==> config.mk <==
export PLATFORM = sky130hd
export DESIGN_NAME = vector_alu_seq_flat
export DESIGN_NICKNAME = d
export VERILOG_FILES = /design/src/rtl/vector_alu_seq_if.sv /design/src/rtl/vector_alu_seq.sv /design/src/flat_wrapper.sv
export SDC_FILE = /design/constraint.sdc
export NUM_CORES = 2
export LEC_CHECK = 0
export BUFFER_PORTS_ARGS = -buffer_cell sky130_fd_sc_hd__buf_4
export CAP_MARGIN = 40
export CORE_ASPECT_RATIO = 1.4
export CORE_UTILIZATION = 35
export CTS_BUF_LIST = sky130_fd_sc_hd__clkbuf_8
export DETAILED_ROUTE_END_ITERATION = 6
export PLACE_DENSITY = 0.53
export SLEW_MARGIN = 15
export SYNTH_ARGS = -nofsm -noshare
export SYNTH_HDL_FRONTEND = slang
export SYNTH_SLANG_ARGS = --single-unit
==> constraint.sdc <==
create_clock -name clk -period 6.07 [get_ports clk]
set_clock_uncertainty 0.1 [all_clocks]
set_input_delay 1.214 -clock clk [delete_from_list [all_inputs] [get_ports clk]]
set_output_delay 1.214 -clock clk [all_outputs]
set_load 0.01 [all_outputs]
==> src/rtl/vector_alu_seq_if.sv <==
// Request/result bus of the sequential vector ALU: one request channel, one result channel.
interface vector_alu_seq_if #(
    parameter int LANES = 5,
    parameter int WIDTH = 32
);
    // Handshakes: a transfer happens on a rising edge where valid && ready are both high;
    // valid must not wait for ready, and the payload is only looked at on that edge.
    logic                   in_valid;
    logic                   in_ready;
    logic [2:0]             ALUOp;
    logic                   vv_mode;
    logic [LANES*WIDTH-1:0] va;
    logic [LANES*WIDTH-1:0] vb;
    logic [WIDTH-1:0]       immediate;
    logic                   flush;
    logic                   out_valid;
    logic                   out_ready;
    logic [LANES*WIDTH-1:0] result;
    logic [3:0]             ALUFlags;

    modport master (
        output in_valid, ALUOp, vv_mode, va, vb, immediate, flush, out_ready,
        input  in_ready, out_valid, result, ALUFlags
    );

    modport slave (
        input  in_valid, ALUOp, vv_mode, va, vb, immediate, flush, out_ready,
        output in_ready, out_valid, result, ALUFlags
    );
endinterface

==> src/rtl/vector_alu_seq.sv <==
// Sequential vector ALU: captures a request, evaluates one lane per cycle, then holds
// the result vector and aggregate NZCV flags until the consumer takes them.
module vector_alu_seq #(
    parameter int LANES = 5,
    parameter int WIDTH = 32,
    parameter int IDXW  = (LANES > 1) ? $clog2(LANES) : 1
) (
    input  logic               clk,
    input  logic               reset,
    vector_alu_seq_if.slave    bus,
    output logic [1:0]         o_dbg_state
);
    typedef enum logic [1:0] {IDLE = 2'd0, BUSY = 2'd1, DONE = 2'd2} state_t;

    state_t           r_state, w_next;
    logic [WIDTH-1:0] r_a   [LANES];
    logic [WIDTH-1:0] r_b   [LANES];
    logic [WIDTH-1:0] r_res [LANES];
    logic [WIDTH-1:0] w_va  [LANES];
    logic [WIDTH-1:0] w_vb  [LANES];
    logic [2:0]       r_op;
    logic [IDXW-1:0]  r_idx;
    logic [3:0]       r_acc;
    logic [3:0]       r_flags;
    logic             w_in_ready, w_out_valid, w_accept, w_lane_en, w_last;
    logic [LANES*WIDTH-1:0] w_result;

    always_comb begin
        w_result = '0;
        for (int i = 0; i < LANES; i++) begin
            w_va[i] = bus.va[i*WIDTH +: WIDTH];
            w_vb[i] = bus.vb[i*WIDTH +: WIDTH];
            w_result[i*WIDTH +: WIDTH] = r_res[i];
        end
    end

    assign bus.in_ready  = w_in_ready;
    assign bus.out_valid = w_out_valid;
    assign bus.result    = w_result;
    assign bus.ALUFlags  = r_flags;
    assign o_dbg_state   = r_state;

    assign w_last    = (r_idx == IDXW'(LANES - 1));
    assign w_accept  = (r_state == IDLE) && bus.in_valid;
    assign w_lane_en = (r_state == BUSY) && !bus.flush;

    always_ff @(posedge clk or negedge reset) begin
        if (!reset) r_state <= IDLE;
        else        r_state <= w_next;
    end

    // flush wins over both handshakes in BUSY and DONE; it is a no-op in IDLE.
    always_comb begin
        w_next      = r_state;
        w_in_ready  = 1'b0;
        w_out_valid = 1'b0;
        case (r_state)
            IDLE: begin
                w_in_ready = 1'b1;
                if (bus.in_valid) w_next = BUSY;
            end
            BUSY: begin
                if (bus.flush)   w_next = IDLE;
                else if (w_last) w_next = DONE;
            end
            DONE: begin
                w_out_valid = 1'b1;
                if (bus.flush || bus.out_ready) w_next = IDLE;
            end
            default: w_next = IDLE;
        endcase
    end

    logic [WIDTH-1:0] w_a, w_b, w_bop, w_res;
    logic [WIDTH:0]   w_sum;
    logic             w_sub, w_c, w_v, w_n, w_z;
    logic [3:0]       w_acc_next;

    // SUB reuses the adder as a + ~b + 1, so carry and overflow come out the same way.
    always_comb begin
        w_a   = r_a[r_idx];
        w_b   = r_b[r_idx];
        w_sub = (r_op == 3'b001);
        w_bop = w_sub ? ~w_b : w_b;
        w_sum = {1'b0, w_a} + {1'b0, w_bop} + {{WIDTH{1'b0}}, w_sub};
        w_res = '0;
        w_c   = 1'b0;
        w_v   = 1'b0;
        case (r_op)
            3'b000, 3'b001: begin
                w_res = w_sum[WIDTH-1:0];
                w_c   = w_sum[WIDTH];
                w_v   = (w_a[WIDTH-1] == w_bop[WIDTH-1]) && (w_res[WIDTH-1] != w_a[WIDTH-1]);
            end
            3'b010:  w_res = w_a & w_b;
            3'b011:  w_res = w_a | w_b;
            3'b100:  w_res = w_a ^ w_b;
            3'b101:  w_res = w_a << w_b[4:0];
            3'b110:  w_res = w_a >> w_b[4:0];
            default: w_res = w_b;
        endcase
        w_n        = w_res[WIDTH-1];
        w_z        = (w_res == '0);
        w_acc_next = {r_acc[3] | w_n, r_acc[2] & w_z, r_acc[1] | w_c, r_acc[0] | w_v};
    end

    // Flags are accumulated privately and published only with the final lane.
    always_ff @(posedge clk or negedge reset) begin
        if (!reset) begin
            r_op    <= '0;
            r_idx   <= '0;
            r_acc   <= '0;
            r_flags <= '0;
            for (int i = 0; i < LANES; i++) begin
                r_a[i]   <= '0;
                r_b[i]   <= '0;
                r_res[i] <= '0;
            end
        end else if (w_accept) begin
            r_op  <= bus.ALUOp;
            r_idx <= '0;
            r_acc <= 4'b0100;
            for (int i = 0; i < LANES; i++) begin
                r_a[i] <= w_va[i];
                r_b[i] <= bus.vv_mode ? w_vb[i] : bus.immediate;
            end
        end else if (w_lane_en) begin
            r_res[r_idx] <= w_res;
            if (w_last) begin
                r_flags <= w_acc_next;
                r_idx   <= '0;
            end else begin
                r_acc <= w_acc_next;
                r_idx <= r_idx + 1'b1;
            end
        end else if (r_state != IDLE && bus.flush) begin
            r_idx <= '0;
        end
    end
endmodule
==> src/flat_wrapper.sv <==
// flat-port wrapper written by rule: the top's interface ports become plain ports
module vector_alu_seq_flat 
#(
    parameter int LANES = 5,
    parameter int WIDTH = 32,
    parameter int IDXW  = (LANES > 1) ? $clog2(LANES) : 1
)
  (clk, reset, o_dbg_state, bus_in_valid, bus_ALUOp, bus_vv_mode, bus_va, bus_vb, bus_immediate, bus_flush, bus_out_ready, bus_in_ready, bus_out_valid, bus_result, bus_ALUFlags);
  vector_alu_seq_if #(.LANES(LANES), .WIDTH(WIDTH)) bus_i ();
  input  logic clk;
  input  logic reset;
  output logic [1:0] o_dbg_state;
  input wire logic [$bits(bus_i.in_valid)-1:0] bus_in_valid;
  input wire logic [$bits(bus_i.ALUOp)-1:0] bus_ALUOp;
  input wire logic [$bits(bus_i.vv_mode)-1:0] bus_vv_mode;
  input wire logic [$bits(bus_i.va)-1:0] bus_va;
  input wire logic [$bits(bus_i.vb)-1:0] bus_vb;
  input wire logic [$bits(bus_i.immediate)-1:0] bus_immediate;
  input wire logic [$bits(bus_i.flush)-1:0] bus_flush;
  input wire logic [$bits(bus_i.out_ready)-1:0] bus_out_ready;
  output wire logic [$bits(bus_i.in_ready)-1:0] bus_in_ready;
  output wire logic [$bits(bus_i.out_valid)-1:0] bus_out_valid;
  output wire logic [$bits(bus_i.result)-1:0] bus_result;
  output wire logic [$bits(bus_i.ALUFlags)-1:0] bus_ALUFlags;
  assign bus_i.in_valid = bus_in_valid;
  assign bus_i.ALUOp = bus_ALUOp;
  assign bus_i.vv_mode = bus_vv_mode;
  assign bus_i.va = bus_va;
  assign bus_i.vb = bus_vb;
  assign bus_i.immediate = bus_immediate;
  assign bus_i.flush = bus_flush;
  assign bus_i.out_ready = bus_out_ready;
  assign bus_in_ready = bus_i.in_ready;
  assign bus_out_valid = bus_i.out_valid;
  assign bus_result = bus_i.result;
  assign bus_ALUFlags = bus_i.ALUFlags;
  vector_alu_seq #(.LANES(LANES), .WIDTH(WIDTH), .IDXW(IDXW)) u_core (.clk(clk), .reset(reset), .bus(bus_i), .o_dbg_state(o_dbg_state));
endmodule
---- After elaboration in Yosys (flattened, before gate mapping) ----
Cells that the tools add are included.
storage, ports and cells
  register bits after elaboration ......... 496
  bits of input ports ..................... 361
  output and inout port bits .............. 168
  logic and storage cells ................. 102
cells by class
  add/sub/neg operators ................... 3
  order comparisons ....................... 2
  equal/unequal tests ..................... 15
  shift operators ......................... 2
  mux-type cells .......................... 32
  bitwise gates (word level) .............. 10
  reductions and logical operators ........ 18
operator list
  kind                                                      number
  2-to-1 mux 32 bit                                         11
  binary-select mux 32 bit (select 3 bit)                   2
  case mux 32 bit (6 select lines)                          1
  bitwise mux 160 bit                                       1
  demux 32 bit (select 3 bit)                               1
  adder 32 x 32 -> 33 bit                                   1
  adder 33 x 1 -> 33 bit                                    1
  bitwise AND 32 bit                                        1
  logical NOT 32 bit                                        1
  NOT 32 bit                                                1
  OR 32 bit                                                 1
  << shifter 32 x 5 -> 32 bit                               1
  right shift 32 x 5 -> 32 bit                              1
  bitwise XOR 32 bit                                        1
  == test 3 bit, second input constant                      4
  2-to-1 mux 3 bit                                          4
  2-to-1 mux 4 bit                                          3
  2-to-1 mux 2 bit                                          4
  == test 3 x 2 -> 1 bit, second input constant             2
  case mux 2 bit (3 select lines)                           1
  AND reduction 3 bit                                       2
  logical AND 1 bit                                         5
  greater-or-equal comparator 4 bit, second input constant  1
  < comparator 4 x 1 -> 1 bit, second input constant        1
  22 further kinds                                          30

---- Longest topological paths before layout ----
  word-level depth ........................ 15
  depth in mapped cells ................... 25
  mapped depth without buffers ............ 20

---- Least setup slack after synthesis ----
Ideal clock, no wire load.
  path type ............................... register -> register
  from .................................... reg u_core.r_idx[0]
  to ...................................... reg u_core.r_flags[2], in the netlist u_core.bus.ALUFlags[2]
  setup time .............................. 0.093 ns
  arrival time ............................ 5.401 ns
  data required time ...................... 5.877 ns
  setup slack ............................. 0.476 ns
  stages on the path, launching flop included .. 24
  path buffers ............................ 6
  period minus slack after synthesis ...... 5.594 ns
  path through ............................ dfrtp_1 buf_6 buf_6 buf_2 buf_2 buf_2 mux4_2 nor2b_1 a31oi_1 xnor2_1 ha_1 clkbuf_1 a21oi_1 nor2_1 nor4_1 a211oi_1 o21ai_0 xnor2_1 a221oi_1 a32oi_1 a2111oi_2 and4_1 nand4b_1 o31ai_2
on the way
  longest elaborated chain between the ends .. 11
  elaborated cells on any way between the ends .. 21
  those cells by class .................... add/sub (2); eq/ne (1); shift (2); mux (8); bitwise (6); reduce/logical (2)
ends and longest elaborated chain
  element                                               RTL line                                    RTL
  start: declaration                                    vector_alu_seq.sv:22                        logic [IDXW-1:0] r_idx;
  start signal: assignment                              vector_alu_seq.sv:134                       r_idx <= r_idx + 1'b1;
  NOT 3 -> 4 bit (implied by the code)                  vector_alu_seq.sv:81, vector_alu_seq.sv:82
  binary-select mux 32 bit (select 3 bit)               vector_alu_seq.sv:82                        w_b = r_b[r_idx];
  2-to-1 mux 32 bit (implied by the code) (2 in a row)  vector_alu_seq.sv:82
  NOT 32 bit                                            vector_alu_seq.sv:84                        w_bop = w_sub ? ~w_b : w_b;
  2-to-1 mux 32 bit                                     vector_alu_seq.sv:84
  adder 32 x 32 -> 33 bit                               vector_alu_seq.sv:85                        w_sum = {1'b0, w_a} + {1'b0, w_bop} + {{WIDTH{1'b0}}, w_sub};
  adder 33 x 1 -> 33 bit                                vector_alu_seq.sv:85
  case mux 32 bit (6 select lines)                      vector_alu_seq.sv:89                        case (r_op)
  logical NOT 32 bit                                    vector_alu_seq.sv:103                       w_z = (w_res == '0);
  bitwise AND 1 bit                                     vector_alu_seq.sv:104                       w_acc_next = {r_acc[3] | w_n, r_acc[2] & w_z, r_acc[1] | w_c, r_acc[0] | w_v};
  end signal: assignment                                vector_alu_seq.sv:130                       r_flags <= w_acc_next;
  end: declaration                                      vector_alu_seq.sv:24                        logic [3:0] r_flags;
Several ways; a longest one is shown, not always the timed one. The select of a mux whose other input is x is not followed.
A chain may end at the register's enable or synchronous reset.

---- Worst setup path in the final report ----
  from .................................... reg u_core.r_idx[2]
  to ...................................... reg u_core.r_flags[2], in the netlist u_core.bus.ALUFlags[2]
The elaborated chain is that of the path after synthesis.

==> flow_metrics.tcl <==
set metrics [dict create \
    slew_violations 0 \
    critPathLaunchType "register" \
    grtUsageTotal_pct 33.9 \
    ys_seq_elements 496 \
    hold_violations 0 \
    grt_pass1_vias 28700 \
    rows 127 \
    dr.pass1.iters 7 \
    io_pins 529 \
    yosysSeqAreaShare_pct 41.0 \
    initial_core_util_pct 35.3 \
    synth_area_leaders "dfrtp_1, mux2_2, a21oi_1" \
    place_hpwl_mm 118 \
    relSlewSlack_pct 34.2 \
    worstPathRequired_ps 6580 \
    grt_max_degree 214 \
    clk_path_buf_depth 3 \
    fin_crit_sh_pct 94.6 \
    cts_buffers 82 \
    syn_area_per_cell_um2 9.52 \
    synth_edf_count 0 \
    synth_top_area_share_pct 41.0 \
    syn_nets 3639 \
    finalWorstSetupSlack_ps 326 \
    globalRouteOverflowTotal 0 \
    drc 0 \
    synthesis.area_mm2 0.0303 \
    cp-end-kind "register" \
    arrival_ps 6250 \
    grt_first_pass_wirelength_mm 213 \
    tightest_slew_ps 987 \
    critPathLaunch "u_core.r_idx[2]" \
    critical_path_class "reg -> reg" \
    r2r-end "u_core.bus.ALUFlags[2]" \
    mostFrequentLayoutCell "buf_4" \
    routed_via_density 5.77 \
    ys_warn_count 0 \
    r2r_cells 22 \
    fin_tns_setup_ps 0 \
    tritoncts "yes" \
    cts_sinks 496 \
    wire_per_inst_um 30.3 \
    maxCapViolCount 0 \
    dieArea_mm2 0.0876 \
    status "finished, final reports clean" \
    drive_above_1_share_pct 32.1 \
    stdcell_count 4963 \
    core_mm2 0.0856 \
    area_growth_pct 26.4 \
    htreeDepth 3 \
    fill_cells 8601 \
    insertion_delay_ps 730 \
    finalSetupViolations 0 \
    hold_path.class "reg -> reg" \
    layout_common_cells "buf_4, dfrtp_1, a21oi_1, nor2_1, nand2_1" \
    clkTransAtPathRegs_ps 70 \
    drt_iter0_drc 2380 \
    die_h_um 350 \
    cts_root_buf "clkbuf_8" \
    crit_path_max_fanout 32 \
    irDropWorstVdd_mv 0.209 \
    netlist.top_cell.by_area "dfrtp_1" \
    die_w_um 250 \
    synth_ff_type "dfrtp_1" \
    ys_async_sr_fraction_pct 100 \
    portBuffers 528 \
    synth_cell_types 105 \
    drt_wl_total_mm 150 \
    finalWeightedCongestion 1.04 \
    leakage_nw 17.1 \
    dpl_worst_slack_ps 261 \
    fmax_mhz 174 \
    hold_buffers 0 \
    crit_end "u_core.bus.ALUFlags[2]" \
    rsz0062_at_grt "false" \
    placedCellCount 4808 \
    r2r-start "u_core.r_idx[2]" \
    r2r_slack_ps 330 \
    min_period_ps 5740 \
    power_density_mw_per_mm2 531 \
    syn_inst 3179 \
    ant_nets 0 \
    antenna_found_initial 5 \
    vias 28700 \
    nNetsFinal 4261 \
]
## kinds of logic (layout without fill, tap and decap cells)
family / after synthesis / after routing / synth area share (%)
adders and majority gates: 99 / 99 / 4.12
xor gates and xnor gates: 55 / 55 / 1.59
DFF: 496 / 496 / 41.0
muxes: 405 / 405 / 15.1
other: 0 / 4 / 0
and+or+nand+nor: 769 / 769 / 11.4
AOI/OAI and AO/OA: 1037 / 1037 / 21.9
buffers and inverters: 318 / 1002 / 4.90
## how the worst min path moves through the flow
stage	start	endpoint	slack [ps]	cells after the start
2_1_floorplan	u_core.r_acc[0]	u_core.r_acc[0]	360	2
3_3_place_gp	u_core.bus.result[113]	u_core.bus.result[113]	360	2
3_5_place_dp	u_core.bus.result[113]	u_core.bus.result[113]	360	2
4_1_cts	u_core.bus.result[113]	u_core.bus.result[113]	380	2
5_1_grt	u_core.bus.result[113]	u_core.bus.result[113]	390	2
6_report	u_core.bus.result[113]	u_core.bus.result[113]	370	2
## power breakdown
part	internal, mW	switching (mW)	total, mW
clock	1.56	1.45	3.00
sequential	4.21	0.619	4.83
combinational	4.56	7.90	12.5
## stage by stage
step	hold WS, ps	total power, mW	cell area [um2]	utilization [%]
after floorplan	363	11.0	30300	-
after global placement	360	17.1	36500	42.6
after detailed placement	364	17.0	36500	42.6
after CTS	379	20.1	38200	44.6
after global routing	391	21.2	38200	44.6
final	375	20.3	38200	44.6
## sequential cells by signal (all words and copies together), names as in the netlist
signal and flops:
u_core.bus.result 160, u_core.r_a 160, u_core.r_b 160, u_core.bus.ALUFlags 4, u_core.r_acc 4, u_core.r_idx 3, u_core.r_op 3, u_core.o_dbg_state 2
## per-layer routing
| layer | GRT usage [%] | up-vias | part of all wire (%) |
|---|---|---|---|
| met5 | 0 | - | 0.0087 |
| met2 | 56.7 | 1242 | 48 |
| met4 | 24.1 | 2 | 7.9 |
| li1 | - | 12900 | - |
| met1 | 39.7 | 14200 | 39 |
| met3 | 5.47 | 365 | 5.6 |
## timing repair
item,4_1_cts,5_1_grt
setup endpoints to repair,0,2
buffers inserted,0,1
resized for setup,0,4
## Yosys cell counts, types with 14 or more instances
library cell,instances
nand3b_1,22
a211oi_1,38
o21ai_0,119
nor3_1,42
nor2_1,280
inv_1,73
mux2_2,251
a21oi_1,484
xnor2_1,43
mux2i_1,130
a21o_1,24
nand2_1,264
o22ai_1,40
buf_2,37
a221oi_1,15
buf_1,24
nand3_1,34
a32oi_1,22
o31ai_1,14
buf_6,20
a31oi_1,32
ha_1,98
nor2b_1,50
clkbuf_1,141
o211ai_1,27
a22oi_1,57
o221ai_1,22
dfrtp_1,496
## final cells by class
cell class	count	area [um2]	area share, %
Clock buffer	101	1390	3.64
Timing Repair Buffer	776	6020	15.7
Multi-Input combinational cell	2365	16500	43.0
Inverter	80	312	0.815
Sequential cell	496	12400	32.5
Tap cell	1096	1370	3.59
Antenna cell	4	10.0	0.0262
Clock inverter	45	259	0.677
## worst max-delay path, stage by stage (launching register included)
cell and delay [ps]:
dfrtp_4 680, buf_6 340, mux2i_1 260, o22ai_1 130, a21oi_2 190, inv_1 110, ha_1 340, nor2b_1 170
o311ai_0 340, buf_4 200, a211oi_1 90, buf_4 170, o32ai_1 320, xor2_1 300, buf_4 170, o221ai_1 110
a21oi_1 170, a32oi_1 260, nor4b_2 390, buf_4 180, and4_1 180, nand4b_1 150, o31ai_2 230
(Power assumes the default switching activity.)
